### src/rtl/uart_tx_arbiter_pkg.sv
// Shared types and helpers for the UART transmit arbiter.
// Optional feature: UART_ARB_PRIO_EN (requester 0 has fixed priority).
package uart_tx_arbiter_pkg;

  localparam int unsigned LEN_W   = 32;
  localparam int unsigned STATE_W = 2;

  typedef enum logic [STATE_W-1:0] {
    S_IDLE      = 2'd0,
    S_SEND      = 2'd1,
    S_WAIT_BUSY = 2'd2,
    S_WAIT_DONE = 2'd3
  } state_e;

  // The transmitter can never send more bytes than the payload holds.
  function automatic logic [LEN_W-1:0] clamp_len(input logic [LEN_W-1:0] len,
                                                 input int unsigned      max_len);
    return (len > LEN_W'(max_len)) ? LEN_W'(max_len) : len;
  endfunction

endpackage

### src/rtl/uart_tx_arbiter_if.sv
// Requester-side and transmitter-side signals of the UART transmit arbiter.
interface uart_tx_arbiter_if
  import uart_tx_arbiter_pkg::*;
#(
  parameter int unsigned N_REQ        = 4,
  parameter int unsigned DATA_MAX_LEN = 4
);
  localparam int unsigned DATA_W = DATA_MAX_LEN * 8;

  logic [N_REQ-1:0]        req;
  logic [N_REQ*DATA_W-1:0] req_data;
  logic [N_REQ*LEN_W-1:0]  req_len;
  logic [N_REQ-1:0]        gnt;
  logic [N_REQ-1:0]        done;
  logic                    busy;
  logic [DATA_W-1:0]       tx_data;
  logic [LEN_W-1:0]        tx_len;
  logic                    tx_send;
  logic                    tx_ready;

  modport slave (
    input  req, req_data, req_len, tx_ready,
    output gnt, done, busy, tx_data, tx_len, tx_send
  );

  modport master (
    output req, req_data, req_len, tx_ready,
    input  gnt, done, busy, tx_data, tx_len, tx_send
  );
endinterface

### src/rtl/uart_tx_arbiter_rr_pick.sv
// Combinational round-robin picker: first set request at or after ptr, wrapping.
module rr_pick #(
  parameter int unsigned N_REQ = 4
) (
  input  logic [N_REQ-1:0]                                 req_i,
  input  logic [((N_REQ > 1) ? $clog2(N_REQ) : 1)-1:0]     ptr_i,
  output logic [((N_REQ > 1) ? $clog2(N_REQ) : 1)-1:0]     idx_c_o,
  output logic                                             valid_c_o
);
  localparam int unsigned PTR_W = (N_REQ > 1) ? $clog2(N_REQ) : 1;

  always_comb begin
    int unsigned pos;
    pos       = 0;
    idx_c_o   = '0;
    valid_c_o = 1'b0;
    for (int unsigned k = 0; k < N_REQ; k++) begin
      pos = (32'(ptr_i) + k) % N_REQ;
      if (!valid_c_o && req_i[PTR_W'(pos)]) begin
        valid_c_o = 1'b1;
        idx_c_o   = PTR_W'(pos);
      end
    end
  end
endmodule

### src/rtl/uart_tx_arbiter.sv
// Round-robin arbiter handing one UART transmitter to N_REQ requesters.
// Define UART_ARB_PRIO_EN to give requester 0 fixed priority over the ring.
module uart_tx_arbiter
  import uart_tx_arbiter_pkg::*;
#(
  parameter int unsigned N_REQ        = 4,
  parameter int unsigned DATA_MAX_LEN = 4
) (
  input logic              clk,
  input logic              res,
  uart_tx_arbiter_if.slave bus
);
  localparam int unsigned PTR_W  = (N_REQ > 1) ? $clog2(N_REQ) : 1;
  localparam int unsigned DATA_W = DATA_MAX_LEN * 8;
`ifdef UART_ARB_PRIO_EN
  localparam bit PRIO_EN = 1'b1;
`else
  localparam bit PRIO_EN = 1'b0;
`endif

  state_e             state_q, state_d;
  logic [PTR_W-1:0]   ptr_q, ptr_d;
  logic [PTR_W-1:0]   win_q, win_d;
  logic [N_REQ-1:0]   gnt_q, gnt_d;
  logic [N_REQ-1:0]   done_q, done_d;
  logic [DATA_W-1:0]  tx_data_q, tx_data_d;
  logic [LEN_W-1:0]   tx_len_q, tx_len_d;

  logic [PTR_W-1:0]   rr_idx_c;
  logic               rr_vld_c;
  logic [PTR_W-1:0]   sel_idx_c;
  logic [LEN_W-1:0]   sel_len_c;

  rr_pick #(.N_REQ(N_REQ)) u_rr_pick (
    .req_i     (bus.req),
    .ptr_i     (ptr_q),
    .idx_c_o   (rr_idx_c),
    .valid_c_o (rr_vld_c)
  );

  // Requester 0 overrides the ring only when priority is compiled in.
  assign sel_idx_c = (PRIO_EN && bus.req[0]) ? '0 : rr_idx_c;
  assign sel_len_c = bus.req_len[sel_idx_c*LEN_W +: LEN_W];

  always_comb begin
    state_d   = state_q;
    ptr_d     = ptr_q;
    win_d     = win_q;
    gnt_d     = '0;
    done_d    = '0;
    tx_data_d = tx_data_q;
    tx_len_d  = tx_len_q;
    case (state_q)
      S_IDLE: begin
        if (rr_vld_c && bus.tx_ready) begin
          win_d            = sel_idx_c;
          gnt_d[sel_idx_c] = 1'b1;
          tx_data_d        = bus.req_data[sel_idx_c*DATA_W +: DATA_W];
          tx_len_d         = clamp_len(sel_len_c, DATA_MAX_LEN);
          // Empty frames bypass the transmitter and complete immediately.
          state_d          = (sel_len_c == '0) ? S_WAIT_DONE : S_SEND;
        end
      end
      S_SEND: state_d = S_WAIT_BUSY;
      S_WAIT_BUSY: begin
        if (!bus.tx_ready) state_d = S_WAIT_DONE;
      end
      S_WAIT_DONE: begin
        if (bus.tx_ready) begin
          done_d[win_q] = 1'b1;
          if (!(PRIO_EN && win_q == '0)) begin
            ptr_d = (win_q == PTR_W'(N_REQ - 1)) ? '0 : win_q + PTR_W'(1);
          end
          state_d = S_IDLE;
        end
      end
      default: state_d = S_IDLE;
    endcase
  end

  always_ff @(posedge clk or posedge res) begin
    if (res) begin
      state_q   <= S_IDLE;
      ptr_q     <= '0;
      win_q     <= '0;
      gnt_q     <= '0;
      done_q    <= '0;
      tx_data_q <= '0;
      tx_len_q  <= '0;
    end else begin
      state_q   <= state_d;
      ptr_q     <= ptr_d;
      win_q     <= win_d;
      gnt_q     <= gnt_d;
      done_q    <= done_d;
      tx_data_q <= tx_data_d;
      tx_len_q  <= tx_len_d;
    end
  end

  assign bus.gnt     = gnt_q;
  assign bus.done    = done_q;
  assign bus.busy    = (state_q != S_IDLE);
  assign bus.tx_send = (state_q == S_SEND);
  assign bus.tx_data = tx_data_q;
  assign bus.tx_len  = tx_len_q;
endmodule

### src/flat_wrapper.sv
// flat-port wrapper written by rule: the top's interface ports become plain ports
module uart_tx_arbiter_flat import uart_tx_arbiter_pkg::*;
#(
  parameter int unsigned N_REQ        = 4,
  parameter int unsigned DATA_MAX_LEN = 4
)
  (clk, res, bus_req, bus_req_data, bus_req_len, bus_tx_ready, bus_gnt, bus_done, bus_busy, bus_tx_data, bus_tx_len, bus_tx_send);
  uart_tx_arbiter_if #(.N_REQ(N_REQ), .DATA_MAX_LEN(DATA_MAX_LEN)) bus_i ();
  input logic clk;
  input logic res;
  input wire logic [$bits(bus_i.req)-1:0] bus_req;
  input wire logic [$bits(bus_i.req_data)-1:0] bus_req_data;
  input wire logic [$bits(bus_i.req_len)-1:0] bus_req_len;
  input wire logic [$bits(bus_i.tx_ready)-1:0] bus_tx_ready;
  output wire logic [$bits(bus_i.gnt)-1:0] bus_gnt;
  output wire logic [$bits(bus_i.done)-1:0] bus_done;
  output wire logic [$bits(bus_i.busy)-1:0] bus_busy;
  output wire logic [$bits(bus_i.tx_data)-1:0] bus_tx_data;
  output wire logic [$bits(bus_i.tx_len)-1:0] bus_tx_len;
  output wire logic [$bits(bus_i.tx_send)-1:0] bus_tx_send;
  assign bus_i.req = bus_req;
  assign bus_i.req_data = bus_req_data;
  assign bus_i.req_len = bus_req_len;
  assign bus_i.tx_ready = bus_tx_ready;
  assign bus_gnt = bus_i.gnt;
  assign bus_done = bus_i.done;
  assign bus_busy = bus_i.busy;
  assign bus_tx_data = bus_i.tx_data;
  assign bus_tx_len = bus_i.tx_len;
  assign bus_tx_send = bus_i.tx_send;
  uart_tx_arbiter #(.N_REQ(N_REQ), .DATA_MAX_LEN(DATA_MAX_LEN)) u_core (.clk(clk), .res(res), .bus(bus_i));
endmodule
### config.mk
export PLATFORM = sky130hd
export DESIGN_NAME = uart_tx_arbiter_flat
export DESIGN_NICKNAME = d
export VERILOG_FILES = /design/src/rtl/uart_tx_arbiter_pkg.sv /design/src/rtl/uart_tx_arbiter_if.sv /design/src/rtl/uart_tx_arbiter_rr_pick.sv /design/src/rtl/uart_tx_arbiter.sv /design/src/flat_wrapper.sv
export SDC_FILE = /design/constraint.sdc
export NUM_CORES = 1
export LEC_CHECK = 0
export CORE_AREA = 2 2 129 131
export DETAILED_ROUTE_END_ITERATION = 10
export DIE_AREA = 0 0 131 133
export GPL_TIMING_DRIVEN = 0
export HOLD_SLACK_MARGIN = 0.06
export PLACE_DENSITY = 0.68
export SLEW_MARGIN = 5
export SYNTH_ARGS = -nofsm -noshare
export SYNTH_HDL_FRONTEND = slang
export SYNTH_SLANG_ARGS = --single-unit
### constraint.sdc
create_clock -name clk -period 5.2 [get_ports clk]
set_clock_uncertainty 0.05 [all_clocks]
set_input_delay 1.04 -clock clk [delete_from_list [all_inputs] [get_ports clk]]
set_output_delay 1.04 -clock clk [all_outputs]
set_load 0.01 [all_outputs]
# After elaboration in Yosys (flattened, before gate mapping)

Index checks and enable logic that the tools add are counted.

Output and inout bits: 74
Bits in read-only memories: 0
Register bits: 78
Word-level logic and storage cells: 75
Bits of input ports: 263
Memories kept: 0
Latch bits: 0
RAM bits: 0

$lt $le $gt $ge: 9
$add $sub $neg: 4
Equality and inequality tests: 7
Shift operators: 2
Reductions and logical operators: 15
Multiply operators: 0
Multiplexer cells: 31
Div/mod/pow operators: 0
Bitwise logic cells: 0

Operators with widths:

| kind                                                                                | count |
|---|---|
| 128-bit by 8-bit indexed part select with 32-bit output                             | 2 |
| 32-bit by 3-bit > comparator with 1-bit output, second input constant               | 1 |
| 32-bit logical NOT                                                                  | 1 |
| 32-bit two-way mux                                                                  | 1 |
| 2-bit by 3-bit less-than comparator with 1-bit output, second input constant        | 6 |
| 2-bit two-way mux                                                                   | 9 |
| 4-bit two-way mux                                                                   | 4 |
| 1-bit two-way mux                                                                   | 10 |
| 1-bit binary-select mux with 2-bit select                                           | 4 |
| 2-bit case mux with 4 select lines                                                  | 1 |
| 2-bit equality test, second input constant                                          | 3 |
| 1-bit logical AND                                                                   | 6 |
| 2-bit by 1-bit adder with 2-bit output, second input constant                       | 2 |
| 2-bit adder, second input constant                                                  | 2 |
| 1-bit demux with 2-bit select                                                       | 2 |
| 2-bit by 1-bit greater-or-equal comparator with 1-bit output, second input constant | 2 |
| 2-bit != test, second input constant                                                | 2 |
| 2-bit AND reduction                                                                 | 2 |
| 1-bit logical NOT                                                                   | 3 |
| 3-bit AND reduction                                                                 | 1 |
| 2-bit by 1-bit equality test with 1-bit output, second input constant               | 1 |
| 2-bit logical NOT                                                                   | 1 |
| 2-bit by 1-bit != test with 1-bit output, second input constant                     | 1 |
| 2-bit nonzero test                                                                  | 1 |

# Depth between registers and ports, before layout

Gate-level depths: netlist of run 1.

Depth after elaboration: 18
Depth in mapped cells: 10
Mapped depth without buffers: 7

# Cells and area by module

A second synthesis of run 1 with hierarchy kept.

Cell total of the unflattened synthesis: 393
Area total of the unflattened synthesis: 4182.8 um^2

By module, submodules not included:

| module          | sequential area each (um^2) | area an instance (um^2) | times used | cells each |
|---|---|---|---|---|
| uart_tx_arbiter | 1951.9                      | 4105.2                  | 1          | 378 |
| rr_pick         | 0.0                         | 77.6                    | 1          | 15 |

# Worst setup path before layout of run 1

Ideal clock, no wire load.

Path type: input to register
Start: in bus_req[0]
End: reg u_core.tx_len_q[0], in the netlist u_core.bus.tx_len[0]
Slack: 2.542 ns
Cell stages on the path: 7
Buffers on the path: 0
Required time: 5.054 ns
Data arrival time: 2.513 ns
Library setup time: 0.096 ns
Path through: nand2_1 and3_4 o32ai_4 mux2_1 a22oi_1 o311ai_1 o31ai_1

Word-level cells in the longest chain between the ends: 15
Elaborated cells on any way between the ends: 27
Those cells by class: order compare (1); shift (1); mux (17); reduce/logical (8)

Ends and longest elaborated chain:

| element                                                 | line                          | RTL |
|---|---|---|
| start: declaration                                      | flat_wrapper.sv:11            | `input wire logic [$bits(bus_i.req)-1:0] bus_req;` |
| 1-bit binary-select mux with 2-bit select               | uart_tx_arbiter_rr_pick.sv:19 | `if (!valid_c_o && req_i[PTR_W'(pos)]) begin` |
| 1-bit two-way mux (implied by the code)                 | uart_tx_arbiter_rr_pick.sv:19 |  |
| 1-bit two-way mux                                       | uart_tx_arbiter_rr_pick.sv:19 |  |
| 1-bit logical NOT                                       | uart_tx_arbiter_rr_pick.sv:19 |  |
| 1-bit logical AND                                       | uart_tx_arbiter_rr_pick.sv:19 |  |
| 1-bit two-way mux                                       | uart_tx_arbiter_rr_pick.sv:19 |  |
| 1-bit logical NOT                                       | uart_tx_arbiter_rr_pick.sv:19 |  |
| 1-bit logical AND                                       | uart_tx_arbiter_rr_pick.sv:19 |  |
| 1-bit two-way mux                                       | uart_tx_arbiter_rr_pick.sv:19 |  |
| 1-bit logical NOT                                       | uart_tx_arbiter_rr_pick.sv:19 |  |
| 1-bit logical AND                                       | uart_tx_arbiter_rr_pick.sv:19 |  |
| 2-bit two-way mux                                       | uart_tx_arbiter_rr_pick.sv:19 |  |
| 128-bit by 8-bit indexed part select with 32-bit output | uart_tx_arbiter.sv:43         | `assign sel_len_c = bus.req_len[sel_idx_c*LEN_W +: LEN_W];` |
| 32-bit by 3-bit > comparator with 1-bit output          | uart_tx_arbiter_pkg.sv:18     | `return (len > LEN_W'(max_len)) ? LEN_W'(max_len) : len;` |
| 32-bit two-way mux                                      | uart_tx_arbiter_pkg.sv:18     |  |
| end signal: assignment                                  | uart_tx_arbiter.sv:97         | `tx_len_q <= tx_len_d;` |
| end: declaration                                        | uart_tx_arbiter.sv:27         | `logic [LEN_W-1:0] tx_len_q, tx_len_d;` |

Several ways; a longest one is shown, not always the timed one. The select of a mux whose other input is x is not followed.
A chain may end at the register's enable or synchronous reset.

# Worst setup path after layout of run 1

Start: in bus_req[2]
End: reg u_core.tx_len_q[1], in the netlist u_core.bus.tx_len[1]

Same word-level chain as after synthesis.

==> results of run 1 <==
==> stage by stage <==
stage	utilization, %	setup WS [ns]
2_1_floorplan	-	2.11
3_3_place_gp	49.4	0.746
3_5_place_dp	49.5	1.42
4_1_cts	51.4	1.78
5_1_grt	51.4	1.49
6_report	51.4	1.74
==> state kept, by name, summed over array words and instances, names as in the netlist <==
name	cells
u_core.bus.done	4
u_core.bus.gnt	4
u_core.bus.tx_data	32
u_core.bus.tx_len	32
u_core.ptr_q	2
u_core.state_q	2
u_core.win_q	2
==> routing by layer <==
| metal | global-route usage [%] | up-vias | share of wire [%] |
|---|---|---|---|
| li1 | - | 2582 | - |
| met1 | 29.0 | 2384 | 44 |
| met2 | 35.6 | 217 | 46 |
| met3 | 6.55 | 31 | 8.0 |
| met4 | 6.26 | 0 | 2.1 |
| met5 | 0 | - | 0 |
==> cells by family after synthesis <==
| kind of cell | after synthesis | synth area share (%) |
|---|---|---|
| AOI/OAI and AO/OA | 21 | 3.94 |
| DFF | 78 | 44.9 |
| buffers and inverters | 42 | 4.14 |
| adders and majority gates | 8 | 2.30 |
| and+or+nand+nor | 397 | 42.1 |
| muxes | 11 | 2.67 |
==> report_power, final <==
part	internal (mW)	total, mW	switching, mW
registers	0.759	0.859	0.100
clock network	0.378	0.644	0.266
logic	0.733	1.64	0.903
==> cells in the mapped netlist, types with 2 or more instances <==
cell type / number / area, sq um
ha_1: 8 / 100
nand2_1: 202 / 758
a21oi_1: 4 / 20.0
buf_4: 2 / 15.0
nor2_1: 10 / 37.5
nor3_1: 9 / 45.0
nand4_1: 5 / 31.3
clkbuf_1: 21 / 78.8
o31ai_1: 4 / 30.0
nor4_1: 22 / 138
buf_2: 6 / 30.0
mux2_2: 4 / 45.0
dfrtp_1: 78 / 1950
and2_1: 29 / 181
nor2b_1: 3 / 18.8
o21ai_0: 4 / 20.0
or4_1: 3 / 22.5
buf_1: 5 / 18.8
nand3_1: 104 / 521
mux2i_1: 6 / 60.1
and3_1: 4 / 25.0
inv_1: 7 / 26.3
==> cell usage in the layout, fill, tap and decap left out, drive strengths merged, types with 2 or more instances in the layout <==
| cell type | synthesis | routed |
|---|---|---|
| o31ai | 4 | 4 |
| nand2 | 202 | 202 |
| nand4 | 5 | 5 |
| clkinv | 0 | 2 |
| clkdlybuf4s50 | 0 | 336 |
| nand3 | 104 | 104 |
| or4 | 3 | 3 |
| clkbuf | 21 | 30 |
| nor4 | 22 | 22 |
| a21oi | 4 | 4 |
| ha | 8 | 8 |
| nor2b | 3 | 3 |
| and2 | 29 | 29 |
| nor3 | 9 | 9 |
| inv | 7 | 11 |
| buf | 14 | 15 |
| and3 | 5 | 5 |
| o21ai | 4 | 4 |
| dfrtp | 78 | 78 |
| mux2i | 6 | 6 |
| or2 | 2 | 2 |
| mux2 | 5 | 5 |
| nor2 | 10 | 10 |
==> cell type report <==
type                            instances  area [sq um]
Multi-Input combinational cell        437          2220
Timing Repair Buffer                  337          3380
Sequential cell                        78          1950
Clock inverter                          7          78.8
Inverter                                7          28.8
Clock buffer                            9           225
Tap cell                              220           275
Fill cell                            1599          7860
Buffer                                 35           154
==> worst max-delay path, delay by kind of cell <==
family | cells | cell delay, ns
and+or+nand+nor | 5 | 1.04
buffers and inverters | 2 | 0.95
AOI/OAI and AO/OA | 2 | 0.62
==> worst max path at each step <==
stage                                   to  slack, ns  cells after the start
floorplan               u_core.bus.done[0]       2.11                      1
finish                u_core.bus.tx_len[1]       1.74                      9
CTS                   u_core.bus.tx_len[1]       1.78                      9
detailed placement    u_core.bus.tx_len[1]       1.42                      9
global route          u_core.bus.tx_len[1]       1.49                      9
global placement    u_core.bus.tx_data[12]       0.75                      2
==> impl_metrics.csv, run 1 <==
group,metric,value,unit
outcome,status,"completed",
placed_design,dpl-instance-area,8010,sq um
timing,rsz0062_at_grt,"false",
worst_setup_path,worst-path-max-fanout,10,
finish,finalInstanceArea,8320,sq um
timing,min_period,3.46,ns
worst_setup_path,cp.arrival,3.65,ns
worst_setup_path,r2r-start,"u_core.ptr_q[0]",
timing,hold_viol,0,
detailed_routing,drtAntennaViolNets,0,
finish,n_antenna_cell,0,
worst_setup_path,path_common_cell,"nand3_1",
clock_network,clock_tree.buffer_depth,2,
hold_path,hold_depth,2,
yosys,synth-edff-count,0,
yosys,async_flop_share,100,%
clock_network,cts_root_buf,"clkbuf_16",
timing,relSlewSlack,47.0,%
global_route,grt_pass1_wl,29400,um
finish,areaGrowthSynthToFinish,91.1,%
clock_network,cts.htree.levels,3,
worst_setup_path,regToRegSetupSlack,2.54,ns
detailed_routing,vias_per_cell,4.61,
yosys,yosysSeqAreaShare,44.9,%
placed_design,post-dp-hpwl,15400,um
worst_setup_path,start_kind,"input port",
power,power,3.14,mW
clock_network,cts_tree,"done",
worst_setup_path,cp-startpoint,"bus_req[2]",
yosys,netlist_area,4350,sq um
detailed_routing,drt_iter0_markers,260,
global_route,grt_pass1_vias,5409,
detailed_routing,route.vias.total,5214,
detailed_routing,routed_wl,19100,um
yosys,ys_ff_latch,78,
power,vdd.ir_drop.worst,0.174,mV
clock_network,cts_setup_buffers,0,
hold_path,hp-start,"u_core.bus.tx_data[8]",
yosys,synth_cell_types,39,
worst_setup_path,path_class,"in2reg",
timing,whs,0.421,ns
worst_setup_path,cp-end-kind,"flip-flop",
clock_network,cts_resized,0,
finish,drive_above_1_share,3.96,%
clock_network,cts_sinks,78,
floorplanning,initial_utilization,26.9,%
placed_design,gp_congestion,0.822,
worst_setup_path,slowest_delay,0.55,ns
timing,worstMarginPinSlew,0.792,ns
global_route,grt-ovfl-total,0,
yosys,synthCells,557,
flow_run,drv_cap,0,
floorplanning,die-height,133,um
global_route,antenna_found_initial,0,
floorplanning,core_area,16200,sq um
worst_setup_path,cpMaxStageDelayCell,"clkdlybuf4s50_1",
yosys,yosysWarnings,0,
worst_setup_path,cp_cell_sequence,"clkdlybuf4s50_1 -> and2b_1 -> nor4b_2 -> nor2_1 -> buf_2 -> nand3_1 -> a32oi_1 -> nand3_1 -> o31ai_1",
worst_setup_path,crit_required,5.39,ns
worst_setup_path,r2r-end,"u_core.bus.tx_len[1]",
worst_setup_path,reg2reg_depth,8,
placed_design,dp_cells,1114,
detailed_routing,routedWlPerCell,16.9,um
clock_network,cts_made_buffers,9,
timing,finalMaxSlewViolations,0,
finish,fin_cells,1130,
floorplanning,fp.dieArea,17400,sq um
clock_network,path_clk_slew,0.06,ns
finish,num-nets-final,1176,
yosys,synth_area_per_cell,7.81,sq um
clock_network,clock_latency,0.34,ns
placed_design,portBuffers,336,
detailed_routing,route.detailed.drc,0,
yosys,synth_nets,828,
timing,max_freq,289,MHz
hold_path,hold_end,"u_core.bus.tx_data[8]",
floorplanning,io_pins,337,
timing,fin_crit_sh,66.5,%
power,leakage,3.60,nW
floorplanning,num_rows,47,
global_route,grt_max_degree,42,
floorplanning,fp.dieW,131,um
timing,setup_violations,0,
global_route,track_usage,22.2,%
clock_network,cts_hold_buf,0,
power,power.density,377,nW/um^2
yosys,synthFlopType,"dfrtp_1",
detailed_routing,dr.pass1.iters,4,
timing,setup_tns,0,ns
hold_path,holdCritPathClass,"reg2reg",
Note: power is estimated with default switching activity, not from simulation.
==> inputs of run 2 (changes only) <==
--- a/config.mk
+++ b/config.mk
@@ -5,12 +5,12 @@
 export SDC_FILE = /design/constraint.sdc
 export NUM_CORES = 1
 export LEC_CHECK = 0
-export CORE_AREA = 2 2 129 131
+export CORE_AREA = 2 2 131 133
 export DETAILED_ROUTE_END_ITERATION = 10
-export DIE_AREA = 0 0 131 133
+export DIE_AREA = 0 0 133 135
 export GPL_TIMING_DRIVEN = 0
 export HOLD_SLACK_MARGIN = 0.06
-export PLACE_DENSITY = 0.68
+export PLACE_DENSITY = 0.66
 export SLEW_MARGIN = 5
 export SYNTH_ARGS = -nofsm -noshare
 export SYNTH_HDL_FRONTEND = slang
==> constraint.sdc (replaced) <==
create_clock -name clk -period 3.5 [get_ports clk]
set_clock_uncertainty 0.05 [all_clocks]
set_input_delay 0.7 -clock clk [delete_from_list [all_inputs] [get_ports clk]]
set_output_delay 0.7 -clock clk [all_outputs]
set_load 0.01 [all_outputs]
==> run 2 against run 1 <==
  * Utilization down 0.72 points
  * Cell count unchanged
  * Combinational power up 46%
  * Non-clock buffer count unchanged
  * Clock power up 45%
  * Sequential power up 48%
  * First-iteration DRC count down 14%
  * Register-to-register slack worse by 1.6 ns
==> impl_metrics.csv, run 2 (synthesis results as in run 1) <==
group,metric,value,unit
outcome,status,"completed",
clock_network,clock_tree.buffer_depth,2,
power,vdd.ir_drop.worst,0.273,mV
timing,relSlewSlack,43.8,%
timing,max_freq,335,MHz
global_route,antenna_found_initial,0,
finish,final_common_cell,"clkdlybuf4s50_1",
placed_design,post-dp-hpwl,15500,um
placed_design,dp_cells,1114,
flow_run,drv_cap,0,
global_route,grt_pass1_wl,29600,um
placed_design,gp_congestion,0.862,
clock_network,cts_made_buffers,9,
global_route,track_usage,21.4,%
detailed_routing,vias_per_cell,4.58,
worst_setup_path,path_class,"in2reg",
placed_design,dpl-instance-area,8020,sq um
timing,finalMaxSlewViolations,0,
worst_setup_path,worst-path-max-fanout,10,
worst_setup_path,reg2reg_depth,7,
worst_setup_path,start_kind,"input port",
detailed_routing,routedWlPerCell,16.9,um
floorplanning,fp.dieW,133,um
worst_setup_path,r2r-start,"u_core.ptr_q[1]",
timing,min_period,2.98,ns
detailed_routing,drt_iter0_markers,224,
hold_path,hold_depth,2,
timing,fin_crit_sh,85.2,%
clock_network,path_clk_slew,0.06,ns
clock_network,cts_hold_buf,0,
hold_path,hold_end,"u_core.bus.tx_data[28]",
detailed_routing,wl_met1,8480,um
hold_path,hp-start,"u_core.bus.tx_data[28]",
timing,rsz0062_at_grt,"false",
detailed_routing,top_layer_used,"met4",
worst_setup_path,regToRegSetupSlack,0.92,ns
placed_design,portBuffers,336,
worst_setup_path,r2r-end,"u_core.bus.tx_len[1]",
worst_setup_path,cp.arrival,3.17,ns
worst_setup_path,cp-end-kind,"flip-flop",
timing,setup_tns,0,ns
detailed_routing,routed_wl,19100,um
floorplanning,initial_utilization,26.5,%
worst_setup_path,crit_required,3.69,ns
timing,whs,0.423,ns
finish,num-nets-final,1176,
finish,drive_above_1_share,3.85,%
hold_path,holdCritPathClass,"reg2reg",
global_route,grt_max_degree,52,
floorplanning,io_pins,337,
finish,fin_cells,1130,
timing,hold_viol,0,
floorplanning,num_rows,47,
clock_network,cts.htree.levels,3,
floorplanning,die-height,135,um
clock_network,cts_tree,"done",
finish,n_antenna_cell,0,
detailed_routing,drtAntennaViolNets,0,
finish,layout_common_cells,"336 x clkdlybuf4s50_1, 202 x nand2_1, 104 x nand3_1",
power,power,4.61,mW
clock_network,cts_sinks,78,
floorplanning,core_area,16400,sq um
clock_network,cts_resized,0,
detailed_routing,wl_met2,8900,um
detailed_routing,wl_met3,1400,um
timing,worstMarginPinSlew,0.839,ns
detailed_routing,dr.pass1.iters,4,
finish,finalInstanceArea,8320,sq um
detailed_routing,route.vias.total,5177,
finish,areaGrowthSynthToFinish,91.2,%
finish,utilization,50.7,%
detailed_routing,route.detailed.drc,0,
floorplanning,fp.dieArea,18000,sq um
global_route,grt_pass1_vias,5302,
clock_network,cts_root_buf,"clkbuf_16",
power,leakage,3.59,nW
clock_network,clock_latency,0.33,ns
power,power.density,554,nW/um^2
clock_network,cts_setup_buffers,0,
timing,finalWorstSetupSlack,0.519,ns
global_route,grt-ovfl-total,0,
timing,setup_violations,0,
placed_design,place_ws,0.151,ns
==> run 2: changes by cell type in the layout (fill, tap and decap cells not counted) <==
cell,change
clkinv_2,-1
clkbuf_1,+1
buf_16,+1
buf_12,-1
inv_6,-3
clkinvlp_4,+3
==> run 2: metal layers <==
metal / global-route usage [%] / up-vias
li1: - / 2587
met1: 28.6 / 2364
met2: 34.8 / 207
met3: 5.74 / 19
met4: 4.36 / 0
met5: 0 / -
==> run 2: cell type report <==
| type | count | area [sq um] |
|---|---|---|
| Buffer | 35 | 154 |
| Sequential cell | 78 | 1950 |
| Timing Repair Buffer | 337 | 3390 |
| Inverter | 7 | 28.8 |
| Multi-Input combinational cell | 437 | 2220 |
| Tap cell | 220 | 275 |
| Fill cell | 1556 | 8090 |
| Clock inverter | 6 | 70.1 |
| Clock buffer | 10 | 229 |
==> run 2: where the power goes <==
| part | internal (mW) | switching, mW |
|---|---|---|
| clock | 0.556 | 0.380 |
| combinational | 1.09 | 1.31 |
| sequential | 1.13 | 0.142 |
| total | 2.77 | 1.84 |
==> run 2: how the worst max path moves through the flow <==
stage,start,endpoint,cells past startpoint
after global routing,bus_req[0],u_core.bus.tx_data[23],11
after floorplan,res,u_core.bus.done[0],1
after global placement,res,u_core.bus.tx_data[18],2
final,bus_req[2],u_core.bus.tx_len[1],9
after CTS,bus_req[0],u_core.bus.tx_data[20],9
after detailed placement,bus_req[0],u_core.bus.tx_data[20],9
==> run 2: critical path, cell delays in order <==
cell and delay [ns]:
clkdlybuf4s50_1 0.55, and2b_1 0.25, nor4b_2 0.08, nor2_1 0.38, buf_2 0.37, nand3_1 0.12
a32oi_1 0.24, nand3_1 0.17, o31ai_1 0.30
==> inputs of run 3 (changes only) <==
--- a/config.mk
+++ b/config.mk
@@ -11,6 +11,7 @@
 export GPL_TIMING_DRIVEN = 0
 export HOLD_SLACK_MARGIN = 0.06
 export PLACE_DENSITY = 0.66
+export SKIP_LAST_GASP = 1
 export SLEW_MARGIN = 5
 export SYNTH_ARGS = -nofsm -noshare
 export SYNTH_HDL_FRONTEND = slang
==> results of run 3 <==
Same layout as run 2: the final DEF is identical, and so are final timing and power.
